$ cat config.mk
export PLATFORM = sky130hd
export DESIGN_NAME = a7_ddr3_wr_ctrl
export DESIGN_NICKNAME = d
export VERILOG_FILES = /design/src/rtl/a7_ddr3_wr_ctrl.sv
export SDC_FILE = /design/constraint.sdc
export NUM_CORES = 1
export LEC_CHECK = 0
export BUFFER_PORTS_ARGS = -buffer_cell sky130_fd_sc_hd__buf_2
export CAP_MARGIN = 10
export CORE_AREA = 2 2 136 138
export DETAILED_ROUTE_END_ITERATION = 10
export DIE_AREA = 0 0 138 140
export PLACE_DENSITY = 0.56
export SYNTH_ARGS = -nofsm -noshare
export SYNTH_HDL_FRONTEND = slang
export SYNTH_SLANG_ARGS = --single-unit
$ cat constraint.sdc
create_clock -name sclk -period 5.3 [get_ports sclk]
set_clock_uncertainty 0.05 [all_clocks]
set_input_delay 0.265 -clock sclk [delete_from_list [all_inputs] [get_ports sclk]]
set_output_delay 0.265 -clock sclk [all_outputs]
set_load 0.02 [all_outputs]
$ cat src/rtl/a7_ddr3_wr_ctrl.sv
// a7_ddr3_wr_ctrl: drives bursts of 128-bit beats from an FWFT FIFO into a MIG 7-series app write port.
// Ports: sclk/rst (sync, active-high); wr_cmd_start/wr_cmd_bl/wr_cmd_addr start a burst;
//   wr_data_128bit is the FIFO head, popped by wr_data_req; wr_busy/wr_end/wr_err report status;
//   app_* connect to the MIG user interface.
// Optional: define A7_DDR3_WR_TIMEOUT_EN to add a stall watchdog that aborts a burst and pulses wr_err.
module a7_ddr3_wr_ctrl (
  input  logic         sclk,
  input  logic         rst,
  input  logic         wr_cmd_start,
  input  logic [6:0]   wr_cmd_bl,
  input  logic [27:0]  wr_cmd_addr,
  input  logic [127:0] wr_data_128bit,
  output logic         wr_data_req,
  output logic         wr_busy,
  output logic         wr_end,
  output logic         wr_err,
  input  logic         app_rdy,
  input  logic         app_wdf_rdy,
  output logic         app_en,
  output logic [27:0]  app_addr,
  output logic [2:0]   app_cmd,
  output logic         app_wdf_wren,
  output logic [127:0] app_wdf_data,
  output logic         app_wdf_end,
  output logic [15:0]  app_wdf_mask
);
  typedef enum logic [1:0] {IDLE, WRITE, DONE} state_t;
  state_t state_q, state_d;
  logic [6:0] cmd_bl_q, cmd_bl_d, beat_cnt_q, beat_cnt_d;
  logic [27:0] addr_q, addr_d;
  logic wr_end_q, wr_end_d;
  logic fire, last, tmo;
  assign fire = (state_q == WRITE) && app_rdy && app_wdf_rdy;
  assign last = fire && (beat_cnt_q == cmd_bl_q - 7'd1);
`ifdef A7_DDR3_WR_TIMEOUT_EN
  logic [9:0] tmo_q, tmo_d;
  logic wr_err_q;
  // Abort on the stalled cycle that would bring the counter to 1023.
  assign tmo   = (state_q == WRITE) && !fire && (tmo_q == 10'd1022);
  assign tmo_d = (state_q != WRITE || fire || tmo) ? 10'd0 : tmo_q + 10'd1;
  always_ff @(posedge sclk) begin
    if (rst) begin
      tmo_q    <= '0;
      wr_err_q <= 1'b0;
    end else begin
      tmo_q    <= tmo_d;
      wr_err_q <= tmo;
    end
  end
  assign wr_err = wr_err_q;
`else
  assign tmo    = 1'b0;
  assign wr_err = 1'b0;
`endif
  always_comb begin
    state_d    = state_q;
    cmd_bl_d   = cmd_bl_q;
    beat_cnt_d = beat_cnt_q;
    addr_d     = addr_q;
    wr_end_d   = 1'b0;
    case (state_q)
      IDLE: if (wr_cmd_start && wr_cmd_bl != 7'd0) begin
        state_d    = WRITE;
        cmd_bl_d   = wr_cmd_bl;
        beat_cnt_d = 7'd0;
        addr_d     = wr_cmd_addr;
      end
      WRITE: begin
        if (fire) begin
          addr_d     = addr_q + 28'd8;
          beat_cnt_d = beat_cnt_q + 7'd1;
        end
        if (last) begin
          state_d  = DONE;
          wr_end_d = 1'b1;
        end else if (tmo) state_d = IDLE;
      end
      default: state_d = IDLE;
    endcase
  end
  always_ff @(posedge sclk) begin
    if (rst) begin
      state_q    <= IDLE;
      cmd_bl_q   <= '0;
      beat_cnt_q <= '0;
      addr_q     <= '0;
      wr_end_q   <= 1'b0;
    end else begin
      state_q    <= state_d;
      cmd_bl_q   <= cmd_bl_d;
      beat_cnt_q <= beat_cnt_d;
      addr_q     <= addr_d;
      wr_end_q   <= wr_end_d;
    end
  end
  assign wr_data_req  = fire;
  assign wr_busy      = state_q != IDLE;
  assign wr_end       = wr_end_q;
  assign app_en       = (state_q == WRITE) && app_wdf_rdy;
  assign app_wdf_wren = (state_q == WRITE) && app_rdy;
  assign app_wdf_end  = app_wdf_wren;
  assign app_addr     = addr_q;
  assign app_cmd      = 3'b000;
  assign app_wdf_data = wr_data_128bit;
  assign app_wdf_mask = 16'h0000;
endmodule

# After elaboration in Yosys (flattened, before gate mapping)
# Index checks and enable logic that the tools add are counted.
# Widths: inputs -> output; s select.
# totals
register_bits	45
latch_bits	0
ram_bits	0
romBits	0
inputBits	168
output_inout_bits	182
word_cells	37
mem_count	0
# classes
n_addsub	3
n_mul	0
n_div	0
order_cmp	0
eq_ne	5
shift	0
muxes	10
bitwise	1
reduce_logical	13
# op_table
op	count
$mux 28	2
$pmux 28 s2	1
$add 28x4->28 const B	1
$mux 7	2
$pmux 7 s2	1
$add 7x1->7 const B	1
$eq 7x7->1	1
$reduce_bool 7->1	1
$sub 7x1->7 const B	1
$ne 2x2->1 const B	3
$logic_and 1x1->1	5
$mux 2	2
$pmux 2 s2	1
$reduce_and 2->1	2
$reduce_bool 2->1	2
$reduce_and 3->1	1
$eq 2x1->1 const B	1
$logic_not 2->1	1
$reduce_or 2->1	1
$mux 1	1
$not 1->1	1

# Depth between registers and ports, before layout
# depth
word_depth	6
ltp_mapped	8
ltp_nobuf	7

# Least setup slack after synthesis
# OpenSTA, ideal clock, no wires.
# synth_path
kind	register to register
from	register addr_q[3] (netlist: app_addr[3])
to	register addr_q[27] (netlist: app_addr[27])
arrival_ns	1.850
setup_slack_ns	3.324
path_stages_with_launch	7
n_path_buf	0
synth_period_minus_slack_ns	1.976
path_cell_list	dfxtp_1 -> ha_1 -> nand3_2 -> nor2_2 -> nand3_1 -> or4b_1 -> a41oi_2
# synth_via
elab_chain_cells	3
# synth_rtl
item	line_no	rtl
start: declaration	30	logic [27:0] addr_q, addr_d;
start signal: assignment	92	addr_q <= addr_d;
$add 28x4->28	70	addr_d = addr_q + 28'd8;
$mux 28	69	if (fire) begin
$pmux 28 s2	61	case (state_q)
# No other way between the ends. The select of a mux whose other input is x is not followed.
# A chain may end at the register's enable or synchronous reset.

# Worst setup path after layout
# layout_path
from	register state_q[0]
to	register addr_q[27] (netlist: app_addr[27])
# layout_via
elab_chain_cells	5
elab_cells_between_ends	9
cone_classes	3 x eq/ne; 1 x mux; 5 x reduce/logical
# layout_rtl
item	line_no	rtl
start: declaration	28	state_t state_q, state_d;
start signal: assignment	89	state_q <= state_d;
$eq 2x1->1	33, 61	
$logic_and 1x1->1 (2 in a row)	33	assign fire = (state_q == WRITE) && app_rdy && app_wdf_rdy;
$ne 2x2->1 (no line)	--	
$reduce_and 3->1 (no line)	--	
# Parallel ways exist; a longest one is shown, timed or not.

==> flow_summary_export.csv <==
group,metric,value,unit
outcome,status,"completed",
synth,ys.flop_type,"dfxtp_1",
detailed_routing,drc,0,
final_layout,fill_cells,2019,
synth,post-synth-top-count-cell,"buf_4",
pwr,p_leak,1.43,nW
timing,tightest_slew,1.06,ns
synth,synthTopCellsByCount,"150 x buf_4, 45 x dfxtp_1, 36 x nor2_1",
critical_path,ff2ff_path_depth,5,
critical_path,end_kind,"flop",
detailed_routing,met1_length,4.26,mm
detailed_routing,via_per_inst,4.48,
synth,ys_ff_latch,45,
pwr,vdd_drop_max,0.139,mV
global_route,grt_max_degree,54,
detailed_routing,drt_first_pass_iters,4,
synth,yosysWarningCount,0,
worst_hold_path,whs_path_depth,3,
final_layout,multiInputGateArea,1690,um^2
floorplanning,die_area,19300,um^2
synth,post_synth_inst_count,488,
detailed_routing,wl,11.5,mm
synth,syn_area,3780,um^2
timing,setup_violations,0,
detailed_routing,antenna_left,0,
timing,setup_tns,0,ns
critical_path,arrival,3.12,ns
floorplanning,rows,49,
synth,synthArstFlopShare,0,%
clock_tree,h-tree-depth,2,
pwr,powerDensity,278,nW/um^2
detailed_routing,wl_met3,1.30,mm
global_route,antenna_found_initial,0,
timing,period_needed,2.95,ns
detailed_routing,route.met2.wl,5.28,mm
synth,synthTopCellsByArea,"buf_4 30%, dfxtp_1 24%, nor2_1 3.6%, a21oi_1 3.0%, mux2i_1 2.9%",
floorplanning,die_h,140,um
pwr,combPwrFrac,20.5,%
place,dpl.hpwl,8.80,mm
final_layout,drive_above_1_share,24.3,%
global_route,grtUsageTotal,11.1,%
synth,synthDistinctLibCells,60,
critical_path,cp_data_required_time,5.46,ns
final_layout,nNetsFinal,586,
pwr,p_clk_share,39.2,%
timing,grt_setup_unrepaired,"no",
clock_tree,clock-sinks,45,
timing,slew_headroom,29.1,%
pwr,seqPwrFrac,40.3,%
detailed_routing,top_layer,"met4",
clock_tree,path_clk_slew,0.07,ns
synth,synth-edff-count,0,
global_route,gr-total-overflow,0,
pwr,intPower,0.000657,W
floorplanning,die_x,138,um
timing,slew_viol_final,0,
place,portBuffers,73,
job,drv_cap,0,
clock_tree,cts_hold_buf,0,
final_layout,register_area,901,um^2
critical_path,path_max_fanout,29,
detailed_routing,avgRoutedWirePerCell,17.8,um
critical_path,crit_type,"reg2reg",
place,dpl.cell_count,637,
timing,fmax,339,MHz
clock_tree,ctsLongestPathBuffers,2,
global_route,grt_pass1_wl,16.9,mm
clock_tree,cts_tree,"yes",
pwr,swShare,31.9,%
final_layout,stdcell_count,645,
clock_tree,clk-insertion-delay-late,0.29,ns
floorplanning,core_area,17800,um^2
final_layout,synthToLayoutAreaGrowth,-8.37,%
timing,finalHoldViolCount,0,
synth,synth_top_area_cell,"buf_4",
pwr,power.switching,0.000308,W
final_layout,antenna_cells_inserted,0,
clock_tree,cts_setup_buffers,0,
timing,finalCritPeriodShare,55.7,%
floorplanning,ioPinCount,350,
clock_tree,root_buffer,"clkbuf_16",
synth,avgSynthCellArea,7.75,um^2
detailed_routing,vias,2891,
synth,ys_seq_area_share,23.8,%
worst_hold_path,hp-class,"in2reg",
clock_tree,numCtsBuffers,5,
global_route,grt_pass1_vias,2744,
floorplanning,start_util,21.3,%
place,gp_congestion,0.759,
clock_tree,cts_resized,0,
critical_path,cp-start-kind,"flop",
synth,synth_top_area_share,29.8,%
detailed_routing,drtIter0Drc,135,
## per-stage QoR
stage                     hold slack, ns  setup slack (ns)  instance area, um^2  utilization, %  total power [W]
after floorplan                    0.354              3.32                 3850               -         0.000682
after global placement             0.423              2.46                 3290            18.5         0.000598
after detailed placement           0.435              2.34                 3290            18.5         0.000598
after CTS                          0.158              2.34                 3470            19.5         0.000978
after global routing               0.195              2.13                 3470            19.5          0.00101
final                              0.162              2.35                 3470            19.5         0.000965
## critical path, cell delays in order, from the launching register on
cell	delay (ns)
dfxtp_1	0.35
nor2b_2	0.69
and3_1	0.64
nor2_2	0.36
or4b_1	0.61
a41oi_2	0.17
## power groups by stage
stage          Sequential (W)  Clock, W  Combinational [W]
2_1_floorplan        0.000409         0           0.000272
3_3_place_gp         0.000396         0           0.000201
3_5_place_dp         0.000397         0           0.000201
4_1_cts              0.000389  0.000388           0.000201
5_1_grt              0.000394  0.000400           0.000220
6_report             0.000389  0.000378           0.000198
## worst paths after layout
kind	slack, ns	endpoint	startpoint
worst min register to register	0.45	app_addr[1]$_SDFFE_PP0P_	app_addr[1]$_SDFFE_PP0P_
worst max-delay path	2.35	app_addr[27]$_SDFFE_PP0P_	state_q[0]$_SDFFE_PP0P_
worst max register to register	2.35	app_addr[27]$_SDFFE_PP0P_	state_q[0]$_SDFFE_PP0P_
worst min-delay path	0.16	app_addr[2]$_SDFFE_PP0P_	wr_cmd_addr[2]
## layer usage
| metal | track usage (%) | vias up |
|---|---|---|
| met5 | 0.752 | - |
| met4 | 6.50 | 0 |
| met3 | 5.06 | 67 |
| met2 | 18.0 | 153 |
| met1 | 12.0 | 1304 |
| li1 | - | 1367 |
## registers in the layout, summed over array words and instances, names as in the netlist
signal / count
app_addr: 28
beat_cnt_q: 7
state_q: 2
cmd_bl_q: 7
wr_end: 1
## cells in the final DEF (no fill, tap or decap), drive strengths merged, types with 2 or more instances in the layout
cell and instances:
buf 76, dfxtp 45, nor2 38, nand2 29
a21oi 23, o21ai 22, conb 20, nand3 15
nand4 13, mux2i 11, and3 11, xor2 10
nor3 9, inv 7, a31oi 6, a211oi 6
or2 6, and2 5, clkbuf 5, o22ai 4
a21o 4, xnor2 4, o211ai 4, nor4 3
and4 3, nor3b 3, or3 3, ha 3
or4 2, o31ai 2, o41ai 2, a2bb2oi 2
a41oi 2, a2111oi 2
## final cells by class
cell class | count | area share, %
multi-input cells | 281 | 48.9
flip-flops and latches | 45 | 26.0
clock inverters | 3 | 1.44
well taps | 229 | 8.26
clock buffers | 5 | 3.61
repair buffers | 76 | 11.2
inverters | 6 | 0.650
## cells by family after synthesis
family,share of synthesized area [%]
other,0.0991
AO/OA/AOI/OAI,14.9
multiplexers,3.21
AND/OR/NAND/NOR,20.1
buffers and inverters,33.6
XOR/XNOR,3.24
flip-flops,23.8
adder cells (fa/ha/maj),0.992
(Power assumes the default switching activity.)
